===== config.mk =====
export PLATFORM = sky130hd
export DESIGN_NAME = ifetch_queue
export DESIGN_NICKNAME = d
export VERILOG_FILES = /design/src/rtl/ifetch_queue.sv
export SDC_FILE = /design/constraint.sdc
export NUM_CORES = 1
export LEC_CHECK = 0
export ABC_AREA = 1
export CAP_MARGIN = 20
export CORE_UTILIZATION = 45
export CTS_CLUSTER_SIZE = 16
export DETAILED_ROUTE_END_ITERATION = 12
export GPL_TIMING_DRIVEN = 0
export PLACE_DENSITY_LB_ADDON = 0.1
export SLEW_MARGIN = 20
export SYNTH_ARGS = -nofsm -noshare
export SYNTH_HDL_FRONTEND = slang
export SYNTH_SLANG_ARGS = --single-unit

===== constraint.sdc =====
create_clock -name clk -period 5.29 [get_ports clk]
set_input_delay 1.3225 -clock clk [delete_from_list [all_inputs] [get_ports clk]]
set_output_delay 1.3225 -clock clk [all_outputs]
set_load 0.01 [all_outputs]

===== src/rtl/ifetch_queue.sv =====
`default_nettype none
// ============================================================================
// Module      : ifetch_queue
// Description : Instruction fetch queue. Issues one-word read requests to a
//               fixed one-cycle-latency memory, buffers returned words with
//               their byte addresses in a DEPTH-entry FIFO, and presents the
//               head entry to a valid/ready consumer. A flush redirects the
//               fetch stream and discards everything buffered or in flight.
//
// Ports       : clk        - clock, all state updates on the rising edge
//               resetb     - asynchronous active-low reset
//               flush      - redirect request (wins over push and pop)
//               flush_pc   - redirect byte address, bit 0 ignored
//               rready     - memory read request (combinational)
//               raddr      - halfword read address, fetch_pc[31:1]
//               rresp      - read data valid, one cycle after rready
//               rdata      - 4 bytes starting at the requested address
//               inst_valid - head entry available
//               inst_ready - consumer accept
//               inst       - head instruction word
//               inst_pc    - byte address of the head instruction word
//
// Revision    : 1.0 - initial release
// ============================================================================
module ifetch_queue #(
  parameter int          DEPTH    = 4,
  parameter logic [31:0] RESET_PC = 32'h0000_0000
) (
  input  logic        clk,
  input  logic        resetb,
  input  logic        flush,
  input  logic [31:0] flush_pc,
  output logic        rready,
  output logic [31:1] raddr,
  input  logic        rresp,
  input  logic [31:0] rdata,
  output logic        inst_valid,
  input  logic        inst_ready,
  output logic [31:0] inst,
  output logic [31:0] inst_pc
);

  // Pointer width is log2(DEPTH) so pointers wrap for free; the occupancy
  // counter needs one extra bit to represent a full queue.
  localparam int c_PTR_W = (DEPTH > 1) ? $clog2(DEPTH) : 1;
  localparam int c_CNT_W = c_PTR_W + 1;
  localparam logic [c_CNT_W:0] c_DEPTH_EXT = (c_CNT_W + 1)'(DEPTH);

  // --------------------------------------------------------------------------
  // State
  // --------------------------------------------------------------------------
  logic [31:0]        r_fetch_pc;     // next byte address to request
  logic [31:0]        r_inflight_pc;  // byte address of the request in flight
  logic               r_pending;      // a request was issued last cycle
  logic               r_drop;         // discard the next response
  logic [c_CNT_W-1:0] r_count;        // number of valid FIFO entries
  logic [c_PTR_W-1:0] r_wptr;
  logic [c_PTR_W-1:0] r_rptr;

  // FIFO storage carries no reset; validity is tracked by r_count alone.
  logic [31:0]        r_mem_pc   [DEPTH];
  logic [31:0]        r_mem_data [DEPTH];

  // --------------------------------------------------------------------------
  // Combinational control
  // --------------------------------------------------------------------------
  logic [c_CNT_W:0]   w_committed;
  logic               w_rready;
  logic               w_push;
  logic               w_pop;
  logic               w_unused_flush_pc0;

  // Only bits [31:1] of the redirect address are meaningful.
  assign w_unused_flush_pc0 = flush_pc[0];

  // Slots already spoken for: buffered entries plus the response that is
  // still on its way. A pop in the same cycle is deliberately not credited,
  // which keeps rready off the consumer's ready path and guarantees a
  // response always finds a free slot.
  assign w_committed = {1'b0, r_count} + {{c_CNT_W{1'b0}}, r_pending};

  // resetb gates the request so rready is low for the whole reset interval,
  // independent of the clock.
  assign w_rready = resetb && !flush && (w_committed < c_DEPTH_EXT);

  // A response is only meaningful if it answers a request we still care
  // about: one was issued, it was not cancelled by an earlier flush, and it
  // does not collide with a flush this cycle.
  assign w_push = rresp && r_pending && !r_drop && !flush;

  assign inst_valid = (r_count != '0);
  assign w_pop      = inst_valid && inst_ready && !flush;

  // --------------------------------------------------------------------------
  // Control state
  // --------------------------------------------------------------------------
  always_ff @(posedge clk or negedge resetb) begin
    if (!resetb) begin
      r_fetch_pc    <= {RESET_PC[31:1], 1'b0};
      r_inflight_pc <= '0;
      r_pending     <= 1'b0;
      r_drop        <= 1'b0;
      r_count       <= '0;
      r_wptr        <= '0;
      r_rptr        <= '0;
    end else begin
      // rready is forced low on a flush, so pending clears in that case too.
      r_pending <= w_rready;

      // drop lives for exactly one cycle after a flush that caught a request
      // in flight; any response landing in that cycle is discarded.
      r_drop <= flush ? r_pending : 1'b0;

      if (flush) begin
        r_fetch_pc <= {flush_pc[31:1], 1'b0};
        r_count    <= '0;
        r_wptr     <= '0;
        r_rptr     <= '0;
      end else begin
        if (w_rready) begin
          r_inflight_pc <= r_fetch_pc;
          r_fetch_pc    <= r_fetch_pc + 32'd4;
        end

        if (w_push) begin
          r_wptr <= r_wptr + c_PTR_W'(1);
        end

        if (w_pop) begin
          r_rptr <= r_rptr + c_PTR_W'(1);
        end

        // Simultaneous push and pop leaves the occupancy unchanged.
        case ({w_push, w_pop})
          2'b10:   r_count <= r_count + c_CNT_W'(1);
          2'b01:   r_count <= r_count - c_CNT_W'(1);
          default: r_count <= r_count;
        endcase
      end
    end
  end

  // --------------------------------------------------------------------------
  // FIFO storage
  // --------------------------------------------------------------------------
  always_ff @(posedge clk) begin
    if (w_push) begin
      r_mem_pc[r_wptr]   <= r_inflight_pc;
      r_mem_data[r_wptr] <= rdata;
    end
  end

  // --------------------------------------------------------------------------
  // Outputs
  // --------------------------------------------------------------------------
  assign rready  = w_rready;
  assign raddr   = r_fetch_pc[31:1];

  // Head entry; contents are meaningless while inst_valid is low.
  assign inst    = r_mem_data[r_rptr];
  assign inst_pc = r_mem_pc[r_rptr];

endmodule
`default_nettype wire


==> report_table.html, run 1 <==
<table>
<tr><th>Metric</th><th>Value</th></tr>
<tr><th colspan="2">Route</th></tr>
<tr><td>Number of vias per cell</td><td>5.17</td></tr>
<tr><td>Router iterations before antenna repair</td><td>5</td></tr>
<tr><td>Drt total wl</td><td>around 32000 µm</td></tr>
<tr><td>Post-DRT Antenna Nets</td><td>0</td></tr>
<tr><td>Number of design rule violations left after detail routing</td><td>0</td></tr>
<tr><td>Routed wire length per instance</td><td>between 15 and 20 µm</td></tr>
<tr><td>Initial DRC Count</td><td>~660</td></tr>
<tr><td>Count of vias placed by the detailed router</td><td>~9000</td></tr>
<tr><th colspan="2">Finish</th></tr>
<tr><td>Final instance area</td><td>between 15000 and 20000 µm²</td></tr>
<tr><td>Area grow syn2layout</td><td>26.8%</td></tr>
<tr><td>Proportion of layout cells with a drive suffix above 1</td><td>8.22%</td></tr>
<tr><td>Layout net count</td><td>between 1000 and 1500</td></tr>
<tr><td>Filler cell count</td><td>roughly 2400</td></tr>
<tr><td>Non-filler cells in the finished layout</td><td>~1700</td></tr>
<tr><td>Count of inserted antenna diode cells</td><td>0</td></tr>
<tr><th colspan="2">Floorplanning</th></tr>
<tr><td>Standard-cell row count</td><td>between 60 and 70</td></tr>
<tr><td>Die Span Y</td><td>~170 µm</td></tr>
<tr><td>IO Count</td><td>~170</td></tr>
<tr><td>Floorplan die width</td><td>~170 µm</td></tr>
<tr><td>Placeable core region</td><td>about 29000 µm²</td></tr>
<tr><td>Die area</td><td>about 30000 µm²</td></tr>
<tr><td>Initial Utilization</td><td>between 40% and 50%</td></tr>
<tr><th colspan="2">Clock tree</th></tr>
<tr><td>Clock transition at the registers of the reported paths</td><td>~0.06 ns</td></tr>
<tr><td>Resize count post-CTS</td><td>0</td></tr>
<tr><td>Number of setup buffers added after CTS</td><td>0</td></tr>
<tr><td>Root buffer selected by CTS</td><td>sky130_fd_sc_hd__clkbuf_16</td></tr>
<tr><td>CTS tree</td><td>done</td></tr>
<tr><td>H-tree lvl count</td><td>2</td></tr>
<tr><td>Number of buffers added to fix hold violations after cts</td><td>0</td></tr>
<tr><td>Clock insertion delay at the later pin of the skew report</td><td>between 0.5 and 0.6 ns</td></tr>
<tr><td>Clock tree buffer depth</td><td>3</td></tr>
<tr><td>Total clock buffers created by CTS</td><td>36</td></tr>
<tr><td>Clock sink total</td><td>between 300 and 400</td></tr>
<tr><th colspan="2">Synth</th></tr>
<tr><td>Largest family of logic cells by synthesized area</td><td>simple AND/OR/NAND/NOR gates</td></tr>
<tr><td>Cell types with the highest counts after synthesis</td><td>252 x sky130_fd_sc_hd__edfxtp_1, 187 x sky130_fd_sc_hd__nor2_1, 165 x sky130_fd_sc_hd__o21ai_0</td></tr>
<tr><td>Simple-gate portion of the synthesized area</td><td>a little over an eighth</td></tr>
<tr><td>Multiplexer fraction of the synthesized cell area</td><td>0%</td></tr>
<tr><td>Average cell area after synthesis</td><td>~12 µm²</td></tr>
<tr><td>Yosys warning total</td><td>0</td></tr>
<tr><td>Cell type contributing the most total cell area after synthesis</td><td>sky130_fd_sc_hd__edfxtp_1</td></tr>
<tr><td>Post-synthesis cell count</td><td>roughly 1100</td></tr>
<tr><td>Fraction of the mapped netlist area in compound gates</td><td>roughly a tenth</td></tr>
<tr><td>Xor and xnor area share after synthesis</td><td>less than 1%</td></tr>
<tr><td>Post-Synthesis Cell Area</td><td>between 10000 and 15000 µm²</td></tr>
<tr><td>Count of flip-flops with a built-in enable after synthesis</td><td>~250</td></tr>
<tr><td>Share of synthesized cell area in full adder, half adder and majority cells</td><td>less than 1%</td></tr>
<tr><td>Async set-reset flop share out of synthesis</td><td>a little over a fifth</td></tr>
<tr><td>Post-synth top area share</td><td>between 50% and 60%</td></tr>
<tr><td>Sequential share of the synthesized area</td><td>between 70% and 80%</td></tr>
<tr><td>Number of distinct standard cells referenced by the synthesized netlist</td><td>36</td></tr>
<tr><td>Flops &amp; latches, synth</td><td>roughly 320</td></tr>
<tr><td>Net count of the mapped netlist</td><td>between 1000 and 1500</td></tr>
<tr><td>Cell with the most instances after synthesis</td><td>sky130_fd_sc_hd__edfxtp_1</td></tr>
<tr><td>Ys flop type</td><td>sky130_fd_sc_hd__edfxtp_1</td></tr>
<tr><td>Cell types occupying the most area after synthesis</td><td>sky130_fd_sc_hd__edfxtp_1 58%, sky130_fd_sc_hd__dfrtp_1 14%, sky130_fd_sc_hd__o21ai_0 6.3%, sky130_fd_sc_hd__nor2_1 5.3%, sky130_fd_sc_hd__nand2_1 4.5%</td></tr>
<tr><th colspan="2">Timing</th></tr>
<tr><td>Final hold violation count</td><td>0</td></tr>
<tr><td>Worst-case hold slack</td><td>between 0.5 and 0.6 ns</td></tr>
<tr><td>Portion of the clock cycle consumed by the worst path in the final layout</td><td>80.2%</td></tr>
<tr><td>Post-layout minimum cycle time</td><td>about 4.2 ns</td></tr>
<tr><td>Final setup skew</td><td>approximately 0.015 ns</td></tr>
<tr><td>Slew at the pin closest to its max-slew limit</td><td>around 0.74 ns</td></tr>
<tr><td>Setup repair after global routing missed its margin</td><td>no</td></tr>
<tr><td>Highest achievable clock rate</td><td>approximately 0.24 GHz</td></tr>
<tr><td>Worst rel slew slack</td><td>about half</td></tr>
<tr><td>Final Setup Violations</td><td>0</td></tr>
<tr><td>Crit path setup slack, layout</td><td>around 1.0 ns</td></tr>
<tr><td>Number of max-slew violations in the final report</td><td>0</td></tr>
<tr><th colspan="2">Placed design</th></tr>
<tr><td>Half-perimeter wire length after placement</td><td>about 22000 µm</td></tr>
<tr><td>Post-place instance area</td><td>approximately 16000 µm²</td></tr>
<tr><td>Post-Place Worst Slack</td><td>roughly 1.0 ns</td></tr>
<tr><td>Input/output buffers</td><td>between 150 and 200</td></tr>
<tr><td>Placed cell count</td><td>1685</td></tr>
<tr><td>Final estimated routing congestion in global placement</td><td>between 0.8 and 0.9</td></tr>
<tr><th colspan="2">Worst hold path</th></tr>
<tr><td>Number of cells on the worst hold path</td><td>2</td></tr>
<tr><td>HP Start</td><td>r_pending</td></tr>
<tr><td>Classification of the worst-slack hold path</td><td>register to register</td></tr>
<tr><td>Worst-case hold path end point</td><td>r_drop</td></tr>
<tr><th colspan="2">Worst setup path</th></tr>
<tr><td>Worst EP required</td><td>3.97 ns</td></tr>
<tr><td>Endpoint of the worst register-to-register path</td><td>r_mem_data[0][25]</td></tr>
<tr><td>Crit-path max cell delay</td><td>just over 0.6 ns</td></tr>
<tr><td>Type of origin of the critical path</td><td>input pin</td></tr>
<tr><td>Cells along the critical path</td><td>buf_4, nand3_2, inv_2, buf_2, clkdlybuf4s50_1</td></tr>
<tr><td>Maximum fanout along the worst path</td><td>26</td></tr>
<tr><td>R2R cell count</td><td>8</td></tr>
<tr><td>Register-to-register setup slack</td><td>roughly 2.9 ns</td></tr>
<tr><td>Origin of the critical flop-to-flop path</td><td>r_drop</td></tr>
<tr><td>Slowest cell on the critical path</td><td>sky130_fd_sc_hd__clkdlybuf4s50_1</td></tr>
<tr><td>Data arrival time of the critical path</td><td>around 3 ns</td></tr>
<tr><td>WP buf/inv</td><td>4</td></tr>
<tr><td>Kind of end point of the critical path</td><td>output pin</td></tr>
<tr><td>Type of the worst setup path</td><td>input pin to output pin</td></tr>
<tr><td>Worst path top cell family by delay</td><td>buffers and inverters</td></tr>
<tr><th colspan="2">Run</th></tr>
<tr><td>MaxCap Viol Count</td><td>0</td></tr>
<tr><th colspan="2">Power and ir drop</th></tr>
<tr><td>Worst supply voltage drop on vdd</td><td>about 0.2 mV</td></tr>
<tr><td>P per Cell Area</td><td>439 nW/µm²</td></tr>
<tr><td>Leakage component of the power</td><td>roughly 6.1 nW</td></tr>
<tr><th colspan="2">GRT</th></tr>
<tr><td>First-pass GRT wire length</td><td>approximately 50000 µm</td></tr>
<tr><td>GRT Util Overall</td><td>~22%</td></tr>
<tr><td>Initial antenna violation count</td><td>0</td></tr>
<tr><td>Pin count of the biggest net entering global routing</td><td>48</td></tr>
<tr><td>Total congestion overflow</td><td>0</td></tr>
<tr><td>Via count of the first global-routing pass</td><td>a little over 9000</td></tr>
<tr><th colspan="2">Status</th></tr>
<tr><td>Status</td><td>complete, no violations</td></tr>
</table>
how the worst max path moves through the flow:
stage              start                end  slack (ns)  depth (start not counted)
6_report          resetb             rready        1.05                          5
5_1_grt        r_rptr[1]        inst_pc[19]        0.92                          7
4_1_cts           resetb             rready        1.03                          5
3_5_place_dp      resetb             rready        1.03                          5
3_3_place_gp       rresp  r_mem_data[0][27]       -2.22                          5
2_1_floorplan      flush   r_mem_data[0][0]        0.43                          4
where the power goes:
group | switching [mW] | leakage [nW] | internal, mW
clock | 0.956 | 0.554 | 1.41
combinational | 0.955 | 2.38 | 0.742
sequential | 0.229 | 3.14 | 3.02
worst reg2reg max path, delay by kind of cell (launching register included):
family | cells | cell delay (ns)
DFF | 1 | 0.35
buffers and inverters | 5 | 0.88
and+or+nand+nor | 3 | 0.80
layout by cell type (no fill, tap or decap), drive strengths merged:
cell           synthesis  final
o21bai                 1      1
o21ai                172    172
o221ai                 2      2
a21boi                 1      1
xnor2                  3      3
buf                   21     34
nor3                   2      2
inv                   65     66
o22ai                 63     63
nor2                 203    203
a21oi                  5      5
edfxtp               252    252
or2                    1      1
nand2                157    157
bufinv                 0      3
clkdlybuf4s50          0    161
nand3b                 6      6
nand4                  7      7
clkinv                 1     18
conb                   1      1
clkbuf                37     77
o211ai                 5      5
dfrtp                 71     71
nand3                 39     39
xor2                   5      5
o21a                   1      1
fa                     1      1
ha                     5      5
area by class of cell:
cell class	instances	area, µm²	share of cell area [%]
sequential	323	9340	56.1
multi-input combinational	680	3300	19.8
timing repair buffer	174	1900	11.4
clock buffer	40	937	5.62
tap	384	480	2.88
buffer	58	282	1.69
inverter	66	248	1.49
clock inverter	21	174	1.04
stage by stage:
stage	util, %	total power [mW]	setup TNS (ns)
final	58.1	7.31	0
after global routing	58.1	7.65	0
after CTS	58.1	7.38	0
after detailed placement	54.2	5.01	0
after global placement	53.1	4.97	-570.41
after floorplan	-	4.06	0
state kept, by name, summed over array words and instances (netlist names):
register,count
r_mem_pc,124
r_drop,1
r_count,3
r_rptr,2
r_wptr,2
r_mem_data,128
r_fetch_pc,31
r_pending,1
r_inflight_pc,31
layer usage:
metal | global-route usage, % | up-vias | part of all wire, %
met5 | 0 | - | 0
met4 | 6.38 | 0 | 2.3
met3 | 3.47 | 46 | 5.3
met1 | 30.0 | 4320 | 46
li1 | - | 4384 | -
met2 | 35.2 | 271 | 47
cells by family after synthesis:
| logic type | after synthesis |
|---|---|
| AND/OR/NAND/NOR | 415 |
| buffers and inverters | 124 |
| adder cells (fa/ha/maj) | 6 |
| XOR/XNOR | 8 |
| other | 1 |
| flip-flops | 323 |
| AO/OA/AOI/OAI | 250 |
(Power assumes the default switching activity.)
==> run 2, diff against run 1 <==
- clock period: 5.29 -> 3.55 ns (I/O delays scaled with it)
==> run 2 against run 1 <==
Compared with the run above:
- flip-flop and latch count is the same
- global-route usage is the same
- power grew 49%
- hold slack lost 0.19 ns
- final cell count is the same
- clock-buffer cell count is the same
- clock skew shrank 0.0029 ns
- via count is essentially flat
- sequential power grew 49%
- final area grew 0.42%
- setup slack lost 0.97 ns
- clock power grew 49%
==> report_table.html, run 2 (synthesized netlist as in run 1, its figures left out) <==
<table>
<tr><th>Metric</th><th>Value</th></tr>
<tr><th colspan="2">Worst setup path</th></tr>
<tr><td>Type of the worst setup path</td><td>register to output pin (was input pin to output pin)</td></tr>
<tr><td>R2R cell count</td><td>7 (was 8)</td></tr>
<tr><td>Slowest cell on the critical path</td><td>sky130_fd_sc_hd__clkdlybuf4s50_1 (unchanged)</td></tr>
<tr><td>Endpoint of the worst register-to-register path</td><td>r_mem_data[0][25] (unchanged)</td></tr>
<tr><td>Data arrival time of the critical path</td><td>2.59 ns (was 2.92 ns)</td></tr>
<tr><td>Cell mode on critical path</td><td>sky130_fd_sc_hd__buf_4</td></tr>
<tr><td>Origin of the critical flop-to-flop path</td><td>r_pending (was r_drop)</td></tr>
<tr><td>WP buf/inv</td><td>5 (was 4)</td></tr>
<tr><td>Crit-path max cell delay</td><td>0.59 ns (was 0.61 ns)</td></tr>
<tr><td>Kind of end point of the critical path</td><td>output pin (unchanged)</td></tr>
<tr><td>Maximum fanout along the worst path</td><td>10 (was 26)</td></tr>
<tr><td>Worst EP required</td><td>2.66 ns (was 3.97 ns)</td></tr>
<tr><td>Worst path top cell family by delay</td><td>buffers and inverters (unchanged)</td></tr>
<tr><td>Register-to-register setup slack</td><td>1.19 ns (was 2.94 ns)</td></tr>
<tr><td>Cells along the critical path</td><td>buf_4, inv_4, buf_4, buf_4, nor2_1, o22ai_1, clkdlybuf4s50_1 (was buf_4, nand3_2, inv_2, buf_2, clkdlybuf4s50_1)</td></tr>
<tr><td>Type of origin of the critical path</td><td>register (was input pin)</td></tr>
<tr><th colspan="2">Power and ir drop</th></tr>
<tr><td>Worst supply voltage drop on vdd</td><td>0.293 mV (was 0.197 mV)</td></tr>
<tr><td>P per Cell Area</td><td>653 nW/µm² (was 439 nW/µm²)</td></tr>
<tr><td>Leakage component of the power</td><td>6.17 nW (was 6.08 nW)</td></tr>
<tr><th colspan="2">Finish</th></tr>
<tr><td>Count of inserted antenna diode cells</td><td>0 (unchanged)</td></tr>
<tr><td>Final instance area</td><td>16700 µm² (about the same)</td></tr>
<tr><td>Proportion of layout cells with a drive suffix above 1</td><td>9.99% (was 8.22%)</td></tr>
<tr><td>Top register by number of flip-flops</td><td>r_mem_data (unchanged)</td></tr>
<tr><td>Layout net count</td><td>1414 (unchanged)</td></tr>
<tr><td>Area grow syn2layout</td><td>27.3% (was 26.8%)</td></tr>
<tr><td>Most frequent standard cell in the layout excluding fill and tap cells</td><td>sky130_fd_sc_hd__edfxtp_1 (unchanged)</td></tr>
<tr><td>Max reg flops</td><td>128 (unchanged)</td></tr>
<tr><td>Area occupied by multi-input gates</td><td>3320 µm² (was 3300 µm²)</td></tr>
<tr><td>Highest-count cells in the layout ignoring fill and taps</td><td>252 x sky130_fd_sc_hd__edfxtp_1, 183 x sky130_fd_sc_hd__nor2_1, 165 x sky130_fd_sc_hd__o21ai_0 (unchanged)</td></tr>
<tr><td>Register Area</td><td>9340 µm² (unchanged)</td></tr>
<tr><td>Filler cell count</td><td>2382 (was 2394)</td></tr>
<tr><td>Biggest registers after layout</td><td>r_mem_data x128, r_mem_pc x124 (unchanged)</td></tr>
<tr><th colspan="2">Route</th></tr>
<tr><td>Initial DRC Count</td><td>612 (was 664)</td></tr>
<tr><td>Routed wire length per instance</td><td>18.4 µm (about the same)</td></tr>
<tr><td>Drt total wl</td><td>32100 µm (about the same)</td></tr>
<tr><td>Router iterations before antenna repair</td><td>4 (was 5)</td></tr>
<tr><td>Met2 routed WL</td><td>15200 µm (was 15000 µm)</td></tr>
<tr><td>Number of vias per cell</td><td>5.17 (about the same)</td></tr>
<tr><td>Top routing layer in use</td><td>met4 (unchanged)</td></tr>
<tr><td>Number of design rule violations left after detail routing</td><td>0 (unchanged)</td></tr>
<tr><td>Met1 wire length</td><td>14600 µm (about the same)</td></tr>
<tr><td>Post-DRT Antenna Nets</td><td>0 (unchanged)</td></tr>
<tr><td>Count of vias placed by the detailed router</td><td>9027 (was 9021)</td></tr>
<tr><td>Detailed route wirelength on metal3</td><td>1640 µm (was 1700 µm)</td></tr>
<tr><th colspan="2">GRT</th></tr>
<tr><td>Via count of the first global-routing pass</td><td>9075 (was 9081)</td></tr>
<tr><td>First-pass GRT wire length</td><td>50100 µm (unchanged)</td></tr>
<tr><td>GRT Util Overall</td><td>21.6% (unchanged)</td></tr>
<tr><td>Initial antenna violation count</td><td>0 (unchanged)</td></tr>
<tr><td>Pin count of the biggest net entering global routing</td><td>48 (unchanged)</td></tr>
<tr><td>Total congestion overflow</td><td>0 (unchanged)</td></tr>
<tr><th colspan="2">Clock tree</th></tr>
<tr><td>Clock insertion delay at the later pin of the skew report</td><td>0.50 ns (was 0.51 ns)</td></tr>
<tr><td>Number of buffers added to fix hold violations after cts</td><td>0 (unchanged)</td></tr>
<tr><td>Resize count post-CTS</td><td>19 (was 0)</td></tr>
<tr><td>CTS tree</td><td>done (unchanged)</td></tr>
<tr><td>Total clock buffers created by CTS</td><td>36 (unchanged)</td></tr>
<tr><td>Root buffer selected by CTS</td><td>sky130_fd_sc_hd__clkbuf_16 (unchanged)</td></tr>
<tr><td>Number of setup buffers added after CTS</td><td>0 (unchanged)</td></tr>
<tr><td>Clock transition at the registers of the reported paths</td><td>0.06 ns (about the same)</td></tr>
<tr><td>Clock tree buffer depth</td><td>3 (unchanged)</td></tr>
<tr><td>Clock sink total</td><td>323 (unchanged)</td></tr>
<tr><td>H-tree lvl count</td><td>2 (unchanged)</td></tr>
<tr><th colspan="2">Placed design</th></tr>
<tr><td>Input/output buffers</td><td>162 (unchanged)</td></tr>
<tr><td>Post-place instance area</td><td>15600 µm² (unchanged)</td></tr>
<tr><td>Final estimated routing congestion in global placement</td><td>0.845 (unchanged)</td></tr>
<tr><td>Half-perimeter wire length after placement</td><td>21500 µm (unchanged)</td></tr>
<tr><th colspan="2">Timing</th></tr>
<tr><td>Post-layout minimum cycle time</td><td>3.48 ns</td></tr>
<tr><td>Final hold violation count</td><td>0 (unchanged)</td></tr>
<tr><td>Final setup skew</td><td>0.0124 ns (was 0.0153 ns)</td></tr>
<tr><td>Number of max-slew violations in the final report</td><td>0 (unchanged)</td></tr>
<tr><td>Worst rel slew slack</td><td>50.5% (was 50.6%)</td></tr>
<tr><td>Setup repair after global routing missed its margin</td><td>no (unchanged)</td></tr>
<tr><td>Slew at the pin closest to its max-slew limit</td><td>0.742 ns (about the same)</td></tr>
<tr><td>Setup TNS</td><td>0 ns (unchanged)</td></tr>
<tr><td>Highest achievable clock rate</td><td>~0.29 GHz</td></tr>
<tr><td>Final Setup Violations</td><td>0 (unchanged)</td></tr>
<tr><td>Portion of the clock cycle consumed by the worst path in the final layout</td><td>between 90% and 100%</td></tr>
<tr><th colspan="2">Run</th></tr>
<tr><td>MaxCap Viol Count</td><td>0 (unchanged)</td></tr>
<tr><th colspan="2">Floorplanning</th></tr>
<tr><td>IO Count</td><td>166 (unchanged)</td></tr>
<tr><td>Standard-cell row count</td><td>62 (unchanged)</td></tr>
<tr><td>Placeable core region</td><td>28700 µm² (unchanged)</td></tr>
<tr><td>Floorplan die width</td><td>173 µm (unchanged)</td></tr>
<tr><td>Die area</td><td>29900 µm² (unchanged)</td></tr>
<tr><td>Die Span Y</td><td>173 µm (unchanged)</td></tr>
<tr><td>Initial Utilization</td><td>45.8% (unchanged)</td></tr>
<tr><th colspan="2">Worst hold path</th></tr>
<tr><td>Classification of the worst-slack hold path</td><td>input pin to asynchronous set/reset pin (was register to register)</td></tr>
<tr><th colspan="2">Status</th></tr>
<tr><td>Status</td><td>complete, no violations (unchanged)</td></tr>
</table>
run 2: worst max path at each step:
stage,startpoint,endpoint,slack [ns],cells past startpoint
2_1_floorplan,flush,r_mem_data[0][0],-0.88,4
3_5_place_dp,rresp,r_mem_data[0][27],0.14,8
4_1_cts,r_rptr[0],inst[21],0.001,6
6_report,r_rptr[0],inst_pc[8],0.07,7
5_1_grt,r_rptr[0],inst_pc[12],0.0006,7
3_3_place_gp,rresp,r_mem_data[0][27],-3.52,5
run 2: area by class of cell:
| class | instances | area share, % |
|---|---|---|
| Sequential cell | 323 | 55.8 |
| Multi-Input combinational cell | 680 | 19.9 |
| Timing Repair Buffer | 174 | 11.4 |
| Clock buffer | 40 | 5.60 |
| Tap cell | 384 | 2.87 |
| Buffer | 58 | 1.91 |
| Inverter | 66 | 1.50 |
| Clock inverter | 21 | 1.04 |
run 2: through the flow:
stage	power, mW	worst slack [ns]	hold slack (ns)	instances	util (%)
2_1_floorplan	6.05	-0.877	0.459	1127	-
3_3_place_gp	7.41	-3.52	0.480	1673	53.1
3_5_place_dp	7.46	0.137	0.495	1685	54.2
4_1_cts	11.0	0.00149	0.303	1746	58.2
5_1_grt	11.4	0.000626	0.323	1746	58.3
6_report	10.9	0.0734	0.314	1746	58.3
run 2: metal layers:
| layer | track usage, % | vias to the layer above |
|---|---|---|
| met5 | 0 | - |
| met4 | 6.38 | 0 |
| met3 | 3.47 | 47 |
| met2 | 35.2 | 263 |
| met1 | 29.9 | 4334 |
| li1 | - | 4383 |
run 2: report_power, final:
part | total, mW | leakage, nW | internal, mW | switching [mW]
logic | 2.57 | 2.47 | 1.14 | 1.43
registers | 4.84 | 3.14 | 4.50 | 0.342
clock network | 3.53 | 0.554 | 2.11 | 1.42
==> run 3, diff against run 2 <==
- PLACE_DENSITY: unset -> 0.73
- PLACE_DENSITY_LB_ADDON: 0.1 -> unset
==> run 3 against run 2 <==
Compared with the run above:
- non-clock buffer count fell by 1
- first-iteration DRC count up 50%
- hold slack worse by 0.021 ns
- clock skew fell by 0.0028 ns
- global-route usage is 0.25 points lower
- via count up 1.9%
- critical path depth stayed put
- largest cell class unchanged
- highest routed layer unchanged
==> report_table.html, run 3 (synthesized netlist as in run 1, its figures left out) <==
<table>
<tr><th>Metric</th><th>Value</th></tr>
<tr><th colspan="2">Timing</th></tr>
<tr><td>Slew at the pin closest to its max-slew limit</td><td>0.732 ns (was 0.742 ns)</td></tr>
<tr><td>Worst-case hold slack</td><td>0.294 ns (was 0.314 ns)</td></tr>
<tr><td>Highest achievable clock rate</td><td>0.289 GHz (was 0.288 GHz)</td></tr>
<tr><td>Setup TNS</td><td>0 ns (unchanged)</td></tr>
<tr><td>Worst rel slew slack</td><td>51.1% (was 50.5%)</td></tr>
<tr><td>Number of max-slew violations in the final report</td><td>0 (unchanged)</td></tr>
<tr><td>Portion of the clock cycle consumed by the worst path in the final layout</td><td>97.4% (was 97.9%)</td></tr>
<tr><td>Post-layout minimum cycle time</td><td>3.46 ns (was 3.48 ns)</td></tr>
<tr><td>Final hold violation count</td><td>0 (unchanged)</td></tr>
<tr><td>Final setup skew</td><td>0.00959 ns (was 0.0124 ns)</td></tr>
<tr><td>Final Setup Violations</td><td>0 (unchanged)</td></tr>
<tr><th colspan="2">Floorplanning</th></tr>
<tr><td>Initial Utilization</td><td>45.8% (unchanged)</td></tr>
<tr><td>Die Span Y</td><td>173 µm (unchanged)</td></tr>
<tr><td>Die area</td><td>29900 µm² (unchanged)</td></tr>
<tr><td>Placeable core region</td><td>28700 µm² (unchanged)</td></tr>
<tr><td>Standard-cell row count</td><td>62 (unchanged)</td></tr>
<tr><td>IO Count</td><td>166 (unchanged)</td></tr>
<tr><td>Floorplan die width</td><td>173 µm (unchanged)</td></tr>
<tr><th colspan="2">Power and ir drop</th></tr>
<tr><td>Total power</td><td>10.7 mW (was 10.9 mW)</td></tr>
<tr><td>Worst supply voltage drop on vdd</td><td>0.377 mV (was 0.293 mV)</td></tr>
<tr><td>P per Cell Area</td><td>645 nW/µm² (was 653 nW/µm²)</td></tr>
<tr><td>Leakage component of the power</td><td>6.11 nW (was 6.17 nW)</td></tr>
<tr><th colspan="2">GRT</th></tr>
<tr><td>GRT met3 Usage</td><td>3.14% (was 3.47%)</td></tr>
<tr><td>First-pass GRT wire length</td><td>49700 µm (was 50100 µm)</td></tr>
<tr><td>Gr busiest metal</td><td>met2 (unchanged)</td></tr>
<tr><td>Met1 track demand over resource</td><td>29.4% (was 29.9%)</td></tr>
<tr><td>GRT Util Overall</td><td>21.3% (was 21.6%)</td></tr>
<tr><td>Total congestion overflow</td><td>0 (unchanged)</td></tr>
<tr><td>Via count of the first global-routing pass</td><td>9028 (was 9075)</td></tr>
<tr><td>Initial antenna violation count</td><td>0 (unchanged)</td></tr>
<tr><td>Pin count of the biggest net entering global routing</td><td>51 (was 48)</td></tr>
<tr><td>Grt met2 use</td><td>35.4% (was 35.2%)</td></tr>
<tr><th colspan="2">Route</th></tr>
<tr><td>Number of design rule violations left after detail routing</td><td>0 (unchanged)</td></tr>
<tr><td>Post-DRT Antenna Nets</td><td>0 (unchanged)</td></tr>
<tr><td>Initial DRC Count</td><td>917 (was 612)</td></tr>
<tr><td>Number of vias per cell</td><td>5.28 (was 5.17)</td></tr>
<tr><td>Router iterations before antenna repair</td><td>5 (was 4)</td></tr>
<tr><td>Routed wire length per instance</td><td>18.3 µm (was 18.4 µm)</td></tr>
<tr><td>Drt total wl</td><td>31800 µm (was 32100 µm)</td></tr>
<tr><td>Count of vias placed by the detailed router</td><td>9195 (was 9027)</td></tr>
<tr><th colspan="2">Worst setup path</th></tr>
<tr><td>Type of origin of the critical path</td><td>register (unchanged)</td></tr>
<tr><td>Register-to-register setup slack</td><td>1.39 ns (was 1.19 ns)</td></tr>
<tr><td>Endpoint of the worst register-to-register path</td><td>r_mem_data[0][19] (was r_mem_data[0][25])</td></tr>
<tr><td>Cell mode on critical path</td><td>sky130_fd_sc_hd__buf_4 (unchanged)</td></tr>
<tr><td>Origin of the critical flop-to-flop path</td><td>r_pending (unchanged)</td></tr>
<tr><td>Kind of end point of the critical path</td><td>output pin (unchanged)</td></tr>
<tr><td>Maximum fanout along the worst path</td><td>10 (unchanged)</td></tr>
<tr><td>WP buf/inv</td><td>5 (unchanged)</td></tr>
<tr><td>Cells along the critical path</td><td>buf_4, inv_4, buf_4, buf_4, nor2_1, o22ai_1, clkdlybuf4s50_1 (unchanged)</td></tr>
<tr><td>Type of the worst setup path</td><td>register to output pin (unchanged)</td></tr>
<tr><td>Data arrival time of the critical path</td><td>2.57 ns (was 2.59 ns)</td></tr>
<tr><td>Crit-path max cell delay</td><td>0.59 ns (about the same)</td></tr>
<tr><td>R2R cell count</td><td>5 (was 7)</td></tr>
<tr><td>Worst path top cell family by delay</td><td>buffers and inverters (unchanged)</td></tr>
<tr><td>Worst EP required</td><td>2.66 ns (about the same)</td></tr>
<tr><td>Slowest cell on the critical path</td><td>sky130_fd_sc_hd__clkdlybuf4s50_1 (unchanged)</td></tr>
<tr><th colspan="2">Clock tree</th></tr>
<tr><td>Clock tree buffer depth</td><td>3 (unchanged)</td></tr>
<tr><td>Root buffer selected by CTS</td><td>sky130_fd_sc_hd__clkbuf_16 (unchanged)</td></tr>
<tr><td>Number of setup buffers added after CTS</td><td>0 (unchanged)</td></tr>
<tr><td>Total clock buffers created by CTS</td><td>34 (was 36)</td></tr>
<tr><td>Number of buffers added to fix hold violations after cts</td><td>0 (unchanged)</td></tr>
<tr><td>Clock insertion delay at the later pin of the skew report</td><td>0.50 ns (about the same)</td></tr>
<tr><td>H-tree lvl count</td><td>2 (unchanged)</td></tr>
<tr><td>Resize count post-CTS</td><td>18 (was 19)</td></tr>
<tr><td>CTS tree</td><td>done (unchanged)</td></tr>
<tr><td>Clock sink total</td><td>323 (unchanged)</td></tr>
<tr><td>Clock transition at the registers of the reported paths</td><td>0.06 ns (about the same)</td></tr>
<tr><th colspan="2">Finish</th></tr>
<tr><td>Area occupied by multi-input gates</td><td>3320 µm² (unchanged)</td></tr>
<tr><td>Count of inserted antenna diode cells</td><td>0 (unchanged)</td></tr>
<tr><td>Layout net count</td><td>1411 (was 1414)</td></tr>
<tr><td>Biggest registers after layout</td><td>r_mem_data x128, r_mem_pc x124 (unchanged)</td></tr>
<tr><td>Filler cell count</td><td>2341 (was 2382)</td></tr>
<tr><td>Most frequent standard cell in the layout excluding fill and tap cells</td><td>sky130_fd_sc_hd__edfxtp_1 (unchanged)</td></tr>
<tr><td>Top register by number of flip-flops</td><td>r_mem_data (unchanged)</td></tr>
<tr><td>Max reg flops</td><td>128 (unchanged)</td></tr>
<tr><td>Register Area</td><td>9340 µm² (unchanged)</td></tr>
<tr><td>Proportion of layout cells with a drive suffix above 1</td><td>9.20% (was 9.99%)</td></tr>
<tr><td>Area grow syn2layout</td><td>26.6% (was 27.3%)</td></tr>
<tr><td>Highest-count cells in the layout ignoring fill and taps</td><td>252 x sky130_fd_sc_hd__edfxtp_1, 183 x sky130_fd_sc_hd__nor2_1, 165 x sky130_fd_sc_hd__o21ai_0 (unchanged)</td></tr>
<tr><td>Post-layout util</td><td>58.0% (was 58.3%)</td></tr>
<tr><td>Non-filler cells in the finished layout</td><td>1742 (was 1746)</td></tr>
<tr><th colspan="2">Placed design</th></tr>
<tr><td>Placed cell count</td><td>1684 (was 1685)</td></tr>
<tr><td>Half-perimeter wire length after placement</td><td>21600 µm (was 21500 µm)</td></tr>
<tr><td>Final estimated routing congestion in global placement</td><td>0.903 (was 0.845)</td></tr>
<tr><td>Input/output buffers</td><td>162 (unchanged)</td></tr>
<tr><th colspan="2">Worst hold path</th></tr>
<tr><td>Classification of the worst-slack hold path</td><td>input pin to asynchronous set/reset pin (unchanged)</td></tr>
<tr><th colspan="2">Status</th></tr>
<tr><td>Status</td><td>complete, no violations (unchanged)</td></tr>
<tr><th colspan="2">Run</th></tr>
<tr><td>MaxCap Viol Count</td><td>0 (unchanged)</td></tr>
</table>
[run 3: cell types whose count changed in the layout (fill, tap and decap cells not counted), sizes merged]
cell | before | now
buf | 37 | 33
clkdlybuf4s50 | 159 | 158
bufinv | 3 | 0
clkinv | 18 | 8
dlygate4sd2 | 0 | 1
clkbuf | 74 | 87
[run 3: worst reg2reg max path: cells and delay by family (launching register included)]
family                 cells  cell delay (ns)
and+or+nand+nor            3             0.96
DFF                        1             0.37
buffers and inverters      2             0.50
[run 3: worst max path at each step]
stage	startpoint	endpoint	slack, ns	cells past startpoint
floorplan	flush	r_mem_data[0][0]	-0.88	4
detailed placement	resetb	rready	0.24	5
CTS	r_rptr[0]	inst_pc[8]	0.02	7
global placement	rresp	r_mem_data[3][27]	-3.34	5
global route	r_rptr[0]	inst[13]	-0.001	6
finish	r_rptr[0]	inst_pc[10]	0.09	7
[run 3: routing by layer]
metal / vias to the layer above / wire, µm
li1: 4381 / -
met1: 4395 / 13700
met2: 367 / 15400
met3: 52 / 2020
met4: 0 / 742
met5: - / 0
[run 3: cell type report]
type                    instances  share of cell area, %
flip-flops and latches        323                   56.1
repair buffers                173                   11.3
well taps                     384                   2.89
clock inverters                 8                  0.263
inverters                      66                   1.50
clock buffers                  50                   5.98
plain buffers                  58                   1.92
multi-input cells             680                   20.0
[run 3: power by group]
group	switching, mW	internal, mW	total, mW
Clock	1.38	1.94	3.32
Combinational	1.45	1.13	2.57
Sequential	0.338	4.50	4.83
[run 3: metrics by stage]
stage                     setup WS, ns  area (µm²)
after floorplan                 -0.877       13100
final                           0.0913       16600
after CTS                       0.0182       16600
after global placement           -3.34       15200
after detailed placement         0.236       15500
after global routing          -0.00124       16600
